--- src/rtl/s1_pkg.sv ---
// Shared types and constants for the column buffer.
// S1_COL_STATS_EN enables per-column pop counters.
package s1_pkg;
   typedef logic [1:0] col_data_t;
   localparam int S1_STAT_W = 8;
endpackage

--- src/rtl/s1_col_fifo.sv ---
// One column FIFO: storage, pointers, occupancy count, optional pop counter.
// S1_COL_STATS_EN adds stat_xfer, a saturating count of pops.
module s1_col_fifo
   import s1_pkg::*;
#(
   parameter int DEPTH = 2
) (
   input  logic      clk,
   input  logic      rst,
   input  logic      flush,
   input  logic      in_val,
   input  col_data_t in_data,
   output logic      in_rdy,
   output logic      s1_oval,
   output col_data_t s1_odata,
   input  logic      s1_ordy,
`ifdef S1_COL_STATS_EN
   output logic [S1_STAT_W-1:0] stat_xfer,
`endif
   output logic      empty
);
   localparam int AW = $clog2(DEPTH);
   localparam int CW = AW + 1;

   col_data_t       mem [DEPTH];
   logic [AW-1:0]   rptr, wptr;
   logic [CW-1:0]   count;
   logic            push, pop;

   // Ready looks only at the stored count, so a full column never accepts
   // a push in the same cycle it pops.
   assign in_rdy   = (count != CW'(DEPTH));
   assign s1_oval  = (count != '0);
   assign empty    = (count == '0);
   assign s1_odata = mem[rptr];
   assign push     = in_val & in_rdy;
   assign pop      = s1_oval & s1_ordy;

   always_ff @(posedge clk) begin
      if (rst) begin
         count <= '0;
         rptr  <= '0;
         wptr  <= '0;
         for (int i = 0; i < DEPTH; i++) mem[i] <= '0;
      end else if (flush) begin
         count <= '0;
         rptr  <= '0;
         wptr  <= '0;
      end else begin
         if (push) begin
            mem[wptr] <= in_data;
            wptr      <= wptr + AW'(1);
         end
         if (pop) rptr <= rptr + AW'(1);
         count <= count + CW'(push) - CW'(pop);
      end
   end

`ifdef S1_COL_STATS_EN
   always_ff @(posedge clk) begin
      if (rst || flush)
         stat_xfer <= '0;
      else if (pop && (stat_xfer != '1))
         stat_xfer <= stat_xfer + S1_STAT_W'(1);
   end
`endif
endmodule

--- src/rtl/s1_col_buffer.sv ---
// Array of independent per-column FIFOs feeding the downstream stage.
// S1_COL_STATS_EN exposes per-column pop counters on stat_xfer.
module s1_col_buffer
   import s1_pkg::*;
#(
   parameter int COLS  = 4,
   parameter int DEPTH = 2
) (
   input  logic                  clk,
   input  logic                  rst,
   input  logic                  flush,
   input  logic [COLS-1:0]       in_val,
   input  col_data_t [COLS-1:0]  in_data,
   output logic [COLS-1:0]       in_rdy,
   output logic [COLS-1:0]       s1_oval,
   output col_data_t [COLS-1:0]  s1_odata,
   input  logic [COLS-1:0]       s1_ordy,
`ifdef S1_COL_STATS_EN
   output logic [COLS-1:0][S1_STAT_W-1:0] stat_xfer,
`endif
   output logic                  all_empty
);
   logic [COLS-1:0] col_empty;

   for (genvar g = 0; g < COLS; g++) begin : g_col
      s1_col_fifo #(.DEPTH(DEPTH)) u_col (
         .clk      (clk),
         .rst      (rst),
         .flush    (flush),
         .in_val   (in_val[g]),
         .in_data  (in_data[g]),
         .in_rdy   (in_rdy[g]),
         .s1_oval  (s1_oval[g]),
         .s1_odata (s1_odata[g]),
         .s1_ordy  (s1_ordy[g]),
`ifdef S1_COL_STATS_EN
         .stat_xfer(stat_xfer[g]),
`endif
         .empty    (col_empty[g])
      );
   end

   assign all_empty = &col_empty;
endmodule

--- config.mk ---
export PLATFORM = sky130hd
export DESIGN_NAME = s1_col_buffer
export DESIGN_NICKNAME = d
export VERILOG_FILES = /design/src/rtl/s1_pkg.sv /design/src/rtl/s1_col_fifo.sv /design/src/rtl/s1_col_buffer.sv
export SDC_FILE = /design/constraint.sdc
export NUM_CORES = 1
export LEC_CHECK = 0
export ABC_CLOCK_PERIOD_IN_PS = 2000
export BUFFER_PORTS_ARGS = -buffer_cell sky130_fd_sc_hd__buf_2
export CELL_PAD_IN_SITES_DETAIL_PLACEMENT = 1
export CELL_PAD_IN_SITES_GLOBAL_PLACEMENT = 1
export CORE_MARGIN = 2
export CORE_UTILIZATION = 41
export CTS_CLUSTER_DIAMETER = 150
export DETAILED_ROUTE_END_ITERATION = 10
export PLACE_DENSITY_LB_ADDON = 0.1
export SLEW_MARGIN = 20
export SYNTH_ARGS = -nofsm -noshare
export SYNTH_HDL_FRONTEND = slang
export SYNTH_SLANG_ARGS = --single-unit
--- constraint.sdc ---
create_clock -name clk -period 2 [get_ports clk]
set_input_delay 0.1 -clock clk [delete_from_list [all_inputs] [get_ports clk]]
set_output_delay 0.1 -clock clk [all_outputs]
set_load 0.005 [all_outputs]
==> flow_summary.toml, run 1 <==
[cts]
cts_resized = 0
postCtsSetupRepairBufs = 0
cts_root_buffer = "clkbuf_8"
worstSkewPairLatency_ns = 0.28
clock_path_buffers = 2
path_clk_slew_ns = 0.07
hold_buffers = 0
numCtsBuffers = 5
cts_sinks = 36
cts.htree.levels = 2
tritoncts = "built"

[sta]
finalHoldViolCount = 0
fin_crit_ns = 1.66
setup_tns_ns = 0
rsz0062_at_grt = "false"
skew_ns = 0.00236
relSlewSlack_pct = 81.7
finalSetupViolCount = 0
tightest_slew_ns = 0.272
period_share_pct = 82.8
drv_slew = 0
fmax_ghz = 0.604

[cells_and_area]
area_delta_synth_final_pct = 13.8
num_antenna_cells = 0
final_common_cell = "buf_2"
final_layout_size_suffix_gt1_share_pct = 27.2
fin_nets = 228
layout_common_cells = "buf_2 (35), inv_1 (20), dfxtp_1 (20), nor2_1 (17), edfxtp_1 (16)"
fin_cells = 252
fin_area_mm2 = 0.00197

[worst_setup_path]
crit_path_start_kind = "register"
crit_buf_inv = 1
critPathRequiredTime_ns = 2.23
crit_chain = "o21a_1 -> ha_1 -> inv_1 -> ha_1 -> xnor2_1 -> or3_1 -> nand2_1"
cp_common_cell = "ha_1"
setup.worst_path.end_class = "register"
arrival_ns = 1.89
slowest_stage = "dfxtp_1"
crit_type = "reg2reg"
crit_family = "adder cells"
cp_max_fo = 5
slowest_delay_ns = 0.34

[status]
status = "finished clean"

[yosys]
syn_area_per_cell_um2 = 10.2
async_reset_ff_share_pct = 0
synthFlopType = "dfxtp_1"
synth-seq-area-share_pct = 51.0
synth_top_area_share_pct = 27.8
synthCells = 169
synth_area_leaders = "edfxtp_1 (28%), dfxtp_1 (23%), ha_1 (5.8%), mux2_2 (5.2%), inv_1 (4.3%)"
synth_edf_count = 16
yosys_warnings = 0
ys_types = 26
syn_area_mm2 = 0.00173
ys_ff_latch = 36
syn_nets = 196
yosysTopAreaCell = "edfxtp_1"

[power]
ir_worst_vdd_v = 0.000428
combinationalPowerShare_pct = 15.6
leakagePower_nw = 0.897
swShare_pct = 24.9
power.density_mw_per_mm2 = 791
p_switching_uw = 388
internal_power_mw = 1.17
pwr-share-clk_pct = 31.0
p_seq_share_pct = 53.4

[place]
port_buffers = 35
place.detailed.hpwl_mm = 2.71
routabilityCongestion = 0.754
dpl_cell_area_mm2 = 0.00189
dp.cells = 244

[die]
core_mm2 = 0.00403
dieHeight_um = 68.9
boundaryPins = 36
dieWidth_um = 68.9
dieArea_mm2 = 0.00475
start_util_pct = 42.9
num_rows = 23

[global_routing]
grt_pass1_vias = 1280
grt_pass1_wl_mm = 5.67
grt-ovfl-total = 0
grt_usage_pct = 17.0
grt_max_degree = 16
antenna_found_initial = 0

[run]
drv_cap = 0

[routing]
detail_route.vias_per_cell = 4.88
wire_per_inst_um = 13.6
drtIter0Drc = 23
drc = 0
vias = 1229
ant_nets = 0
routed_wl_mm = 3.42
dr.pass1.iters = 4

[min_path]
hp-class = "in2reg"
==> path summary, 6_finish.rpt <==
check / slack, ns / end / cells after the start / startpoint
setup / recovery: 0.34 / g_col[0].u_col.count[1] / 7 / g_col[0].u_col.count[1]
hold / removal: 0.14 / g_col[1].u_col.mem[0][1] / 3 / in_data[3]
hold reg to reg: 0.51 / g_col[0].u_col.count[1] / 2 / g_col[0].u_col.count[1]
setup reg to reg: 0.34 / g_col[0].u_col.count[1] / 7 / g_col[0].u_col.count[1]
==> cells by family (layout without fill, tap and decap cells) <==
| family | after synthesis | after routing | share of synthesized area (%) |
|---|---|---|---|
| AOI/OAI and AO/OA | 12 | 12 | 4.63 |
| DFF | 36 | 36 | 51.0 |
| xor gates and xnor gates | 9 | 9 | 4.56 |
| adders and majority gates | 8 | 8 | 5.79 |
| muxes | 8 | 8 | 5.21 |
| buffers and inverters | 31 | 64 | 9.41 |
| and+or+nand+nor | 65 | 65 | 19.4 |
==> worst min-delay path, stage by stage <==
cell and delay, ns:
buf_2 0.08, inv_1 0.04, nor2_1 0.09
==> Yosys cell counts, drive strengths merged, types with 5 or more instances <==
cell type / count
ha: 8
or2: 5
mux2: 8
edfxtp: 16
buf: 11
nand2b: 8
nor3: 8
nor2: 18
xnor2: 8
nand2: 11
dfxtp: 20
inv: 20
==> through the flow <==
step	hold WS [ns]	setup slack [ns]	util, %	power [mW]
floorplan	0.320	0.481	-	1.02
global placement	0.423	0.440	46.8	1.07
detailed placement	0.428	0.349	46.8	1.10
CTS	0.136	0.327	48.8	1.57
global route	0.146	0.269	48.8	1.64
finish	0.139	0.345	48.8	1.56
==> power groups by stage <==
stage	registers [mW]	clock network (mW)	logic (mW)
after floorplan	0.839	0	0.181
after global placement	0.843	0	0.231
after detailed placement	0.846	0	0.249
after CTS	0.831	0.491	0.250
after global routing	0.835	0.532	0.276
final	0.830	0.482	0.243
==> routing by layer <==
layer / global-route usage [%] / vias up / routed length (um)
met5: 0 / - / 0
met4: 8.09 / 0 / 67
met3: 4.87 / 6 / 174
met2: 32.3 / 23 / 1860
met1: 16.8 / 588 / 1320
li1: - / 612 / -
==> cell type report <==
class | instances | area (um2)
Clock buffer | 7 | 76.3
Fill cell | 468 | 2060
Sequential cell | 36 | 881
Clock inverter | 1 | 3.75
Timing Repair Buffer | 36 | 183
Multi-Input combinational cell | 102 | 684
Inverter | 20 | 75.1
Tap cell | 50 | 62.6
Note: power is estimated with default switching activity, not from simulation.
==> run 2, diff against run 1 <==
- ABC_CLOCK_PERIOD_IN_PS: 2000 -> 1300
- CORE_UTILIZATION: 41 -> 37
- clock period: 2 -> 1.3 ns (I/O delays scaled with it)
==> run 2 against run 1 <==
  * Die area is 10% higher
  * Via count is 10% higher
  * The flow now finishes with violations (setup timing)
  * Clock power rose by 75%
  * First-iteration DRC count did not move
==> flow_summary.toml, run 2 (synthesis results as in run 1) <==
[cells_and_area]
fin_nets = 258
final_common_cell = "buf_2"
area_delta_synth_final_pct = 40.8
num_antenna_cells = 0
post-route-util_pct = 55.1
layout_common_cells = "buf_2 (35), buf_4 (28), nor2_1 (17), inv_1 (16), edfxtp_1 (16)"
final_layout_size_suffix_gt1_share_pct = 52.6
fin_area_mm2 = 0.00243
fillers = 496

[die]
dieWidth_um = 72.3
start_util_pct = 39.1
boundaryPins = 36
num_rows = 24
dieHeight_um = 72.3
core_mm2 = 0.00441
dieArea_mm2 = 0.00523

[status]
violations = "setup timing"
status = "finished with violations"

[sta]
worst_hold_slack_ns = 0.0816
fin_crit_ns = 1.62
rsz0062_at_grt = "true"
finalHoldViolCount = 0
tightest_slew_ns = 0.248
relSlewSlack_pct = 83.4
drv_slew = 0
period_share_pct = 124
finalSetupViolCount = 7
fmax_ghz = 0.618
skew_ns = 0.00531
setup_slack_ns = -0.317

[cts]
path_clk_slew_ns = 0.08
hold_buffers = 0
numCtsBuffers = 5
worstSkewPairLatency_ns = 0.29
clock_path_buffers = 2
tritoncts = "built"
cts_root_buffer = "clkbuf_8"
cts.htree.levels = 2
cts_sinks = 36

[place]
dpl_cell_area_mm2 = 0.00207
port_buffers = 35
place.detailed.hpwl_mm = 2.97
routabilityCongestion = 0.774

[routing]
ant_nets = 0
drtIter0Drc = 23
vias = 1353
wire_per_inst_um = 14.9
routed_wl_mm = 4.22
detail_route.vias_per_cell = 4.76
dr.pass1.iters = 3
drc = 0

[power]
p_seq_share_pct = 46.4
swShare_pct = 26.5
power_mw = 2.75
leakagePower_nw = 1.09
ir_worst_vdd_v = 0.000515
power.density_mw_per_mm2 = 1130
combinationalPowerShare_pct = 23.0
internal_power_mw = 2.02
pwr-share-clk_pct = 30.6
p_switching_uw = 731

[worst_setup_path]
cp_max_fo = 2
reg2reg_from = "g_col[3].u_col.count[1]"
crit_path_start_kind = "register"
crit_type = "reg2reg"
critPathRequiredTime_ns = 1.53
setup.worst_path.end_class = "register"
startpoint = "g_col[3].u_col.count[1]"
arrival_ns = 1.85

[global_routing]
grt_pass1_vias = 1502
grt_max_degree = 13
antenna_found_initial = 0
grt_pass1_wl_mm = 6.62
grt_usage_pct = 17.0
grt-ovfl-total = 0

[run]
drv_cap = 0

[min_path]
hp-start = "in_data[6]"
hp-class = "in2reg"
run 2: cell types whose count changed in the layout (fill, tap and decap cells not counted), sizes merged:
cell	previous run	this run
buf	36	66
clkbuf	7	6
clkinv	1	2
run 2: layout make-up:
cell class / instances / area (um2) / area share (%)
Inverter: 20 / 75.1 / 3.09
Tap cell: 52 / 65.1 / 2.67
Multi-Input combinational cell: 102 / 891 / 36.6
Clock buffer: 6 / 82.6 / 3.40
Timing Repair Buffer: 66 / 419 / 17.2
Sequential cell: 36 / 890 / 36.6
Clock inverter: 2 / 10.0 / 0.412
run 2: path summary, 6_finish.rpt:
path                              endpoint  slack, ns  cells after the start
setup reg to reg   g_col[3].u_col.count[1]      -0.32                      7
hold reg to reg                   register       0.54                      2
hold / removal    g_col[3].u_col.mem[0][0]       0.08                      3
setup / recovery   g_col[3].u_col.count[1]      -0.32                      7
run 2: what timing repair did:
action	4_1_cts	5_1_grt
resized for setup	22	20
setup buffers	5	3
pin swaps	9	6
endpoints found under the setup margin	16	23
run 2: per-layer routing:
metal  wire length (um)  up-vias  part of all wire (%)  global-route usage (%)
li1                   -      672                     -                       -
met1               1650      653                    39                    17.2
met2               2380       24                    56                    32.4
met3                144        4                   3.4                    4.72
met4                 47        0                   1.1                    6.92
met5                  0        -                     0                       0
run 2: power by group through the flow:
stage,Clock (mW),Sequential (mW),Combinational (mW)
5_1_grt,0.908,1.28,0.704
3_5_place_dp,0,1.30,0.458
3_3_place_gp,0,1.29,0.429
6_report,0.843,1.28,0.632
2_1_floorplan,0,1.29,0.282
4_1_cts,0.858,1.27,0.547
run 2: stage by stage:
| stage | setup WS [ns] | cells | setup TNS, ns |
|---|---|---|---|
| 3_3_place_gp | -0.194 | 268 | -0.743 |
| 4_1_cts | -0.265 | 281 | -1.22 |
| 5_1_grt | -0.357 | 284 | -1.81 |
| 6_report | -0.317 | 284 | -1.23 |
| 2_1_floorplan | -0.195 | 169 | -0.688 |
| 3_5_place_dp | -0.284 | 268 | -1.36 |
run 2: critical path, cell delays in order, from the launching register on:
cell	delay, ns
dfxtp_2	0.34
o21a_1	0.23
ha_4	0.28
inv_2	0.03
ha_4	0.14
xnor2_1	0.14
or3_1	0.31
nand2_1	0.08
==> run 3, diff against run 2 <==
- SETUP_SLACK_MARGIN: default -> 0.2
==> run 3 against run 2 <==
  * The run still ends with setup timing left
  * Global-route usage up 1.9 points
  * Worst hold slack better by 0.033 ns
  * Power up 6.3%
  * Critical path depth unchanged
  * Sequential power about the same
  * Combinational power up 30%
  * Die area unchanged
  * Cell area up 17%
  * Setup slack better by 0.017 ns
  * Non-clock buffer count up 11
  * Register-to-register slack better by 0.02 ns
  * First-iteration DRC count up 140%
  * Critical endpoint is now g_col[0].u_col.count[1]
==> flow_summary.toml, run 3 (synthesis results as in run 1) <==
[sta]
skew_ns = 0.00610
fin_crit_ns = 1.60
relSlewSlack_pct = 79.3
fmax_ghz = 0.625
drv_slew = 0
setup_slack_ns = -0.300
finalHoldViolCount = 0
period_share_pct = 123
tightest_slew_ns = 0.310
rsz0062_at_grt = "true"
finalSetupViolCount = 21

[die]
boundaryPins = 36
core_mm2 = 0.00441
dieArea_mm2 = 0.00523
dieWidth_um = 72.3
dieHeight_um = 72.3
num_rows = 24
start_util_pct = 39.1

[cts]
cts_sinks = 36
cts_root_buffer = "clkbuf_8"
clock_path_buffers = 2
tritoncts = "built"
hold_buffers = 0
worstSkewPairLatency_ns = 0.29
numCtsBuffers = 5
cts.htree.levels = 2
path_clk_slew_ns = 0.07

[cells_and_area]
post-route-util_pct = 64.5
layout_common_cells = "buf_6 (39), buf_2 (20), buf_4 (18), inv_1 (16), edfxtp_1 (16)"
final_common_cell = "buf_6"
area_delta_synth_final_pct = 64.9
final_layout_size_suffix_gt1_share_pct = 63.8
num_antenna_cells = 0
fin_nets = 269

[worst_setup_path]
crit_chain = "o21a_1 -> ha_1 -> inv_2 -> ha_4 -> xnor2_2 -> or3_1 -> nand2_1"
cp_max_fo = 3
setup.worst_path.end_class = "register"
arrival_ns = 1.83
critPathRequiredTime_ns = 1.53
crit_path_start_kind = "register"
crit_type = "reg2reg"
slowest_stage = "dfxtp_2"
slowest_delay_ns = 0.33

[global_routing]
grt-ovfl-total = 0
antenna_found_initial = 0
grt_pass1_wl_mm = 7.40
grt_usage_pct = 18.9
grt_pass1_vias = 1586
grt_max_degree = 13

[power]
power.density_mw_per_mm2 = 1030
leakagePower_nw = 1.24
ir_worst_vdd_v = 0.000504
power_mw = 2.93

[routing]
routed_wl_mm = 4.83
drtIter0Drc = 55
drc = 0
dr.pass1.iters = 4
detail_route.vias_per_cell = 4.84
vias = 1428
ant_nets = 0
wire_per_inst_um = 16.4

[status]
status = "finished with violations"
violations = "setup timing"

[min_path]
hp-class = "in2reg"

[place]
port_buffers = 35
place.detailed.hpwl_mm = 3.13
routabilityCongestion = 0.835

[run]
drv_cap = 0
-- run 3: through the flow --
stage	cell area [um2]	setup slack, ns	TNS, ns	hold WS, ns	cells
after floorplan	1780	-0.195	-0.692	0.285	169
after global placement	2100	-0.183	-0.689	0.385	268
after detailed placement	2100	-0.267	-1.14	0.395	268
after CTS	2640	-0.294	-1.47	0.0989	287
after global routing	2850	-0.362	-3.57	0.126	295
final	2850	-0.300	-2.34	0.115	295
-- run 3: layer usage --
metal / routed length (um) / vias to the layer above / global-route usage (%)
li1: - / 695 / -
met1: 1730 / 687 / 18.8
met2: 2820 / 34 / 37.2
met3: 152 / 12 / 5.00
met4: 118 / 0 / 6.08
met5: 0 / - / 0
-- run 3: power by group --
part | internal, mW | total [mW] | switching [mW] | leakage, nW
clock | 0.432 | 0.823 | 0.390 | 0.0455
sequential | 1.25 | 1.28 | 0.0355 | 0.334
combinational | 0.483 | 0.819 | 0.336 | 0.856
-- run 3: repair_timing --
action,in CTS,in global routing
pin swaps,25,18
endpoints found under the setup margin,57,65
setup buffers,11,8
cloned,0,0
gates resized for setup,82,30
-- run 3: cell type report --
type	count	area, um2
Clock buffer	8	90.1
Tap cell	52	65.1
Fill cell	459	1570
Sequential cell	36	895
Timing Repair Buffer	77	674
Multi-Input combinational cell	102	1050
Inverter	20	75.1
-- run 3: critical path, delay by kind of cell (launching register included) --
family          cells  cell delay [ns]
compound gates      1             0.20
buf+inv             1             0.04
flops               1             0.33
xor+xnor            1             0.14
simple gates        2             0.39
fa+ha+maj           2             0.44
-- run 3: final timing paths --
path / slack (ns) / end / startpoint / cells after the start
hold / removal: 0.11 / g_col[0].u_col.mem[0][0] / in_data[0] / 3
setup reg to reg: -0.30 / g_col[0].u_col.count[1] / g_col[0].u_col.count[0] / 7
setup / recovery: -0.30 / g_col[0].u_col.count[1] / g_col[0].u_col.count[0] / 7
hold reg to reg: 0.54 / register / g_col[1].u_col.rptr / 2
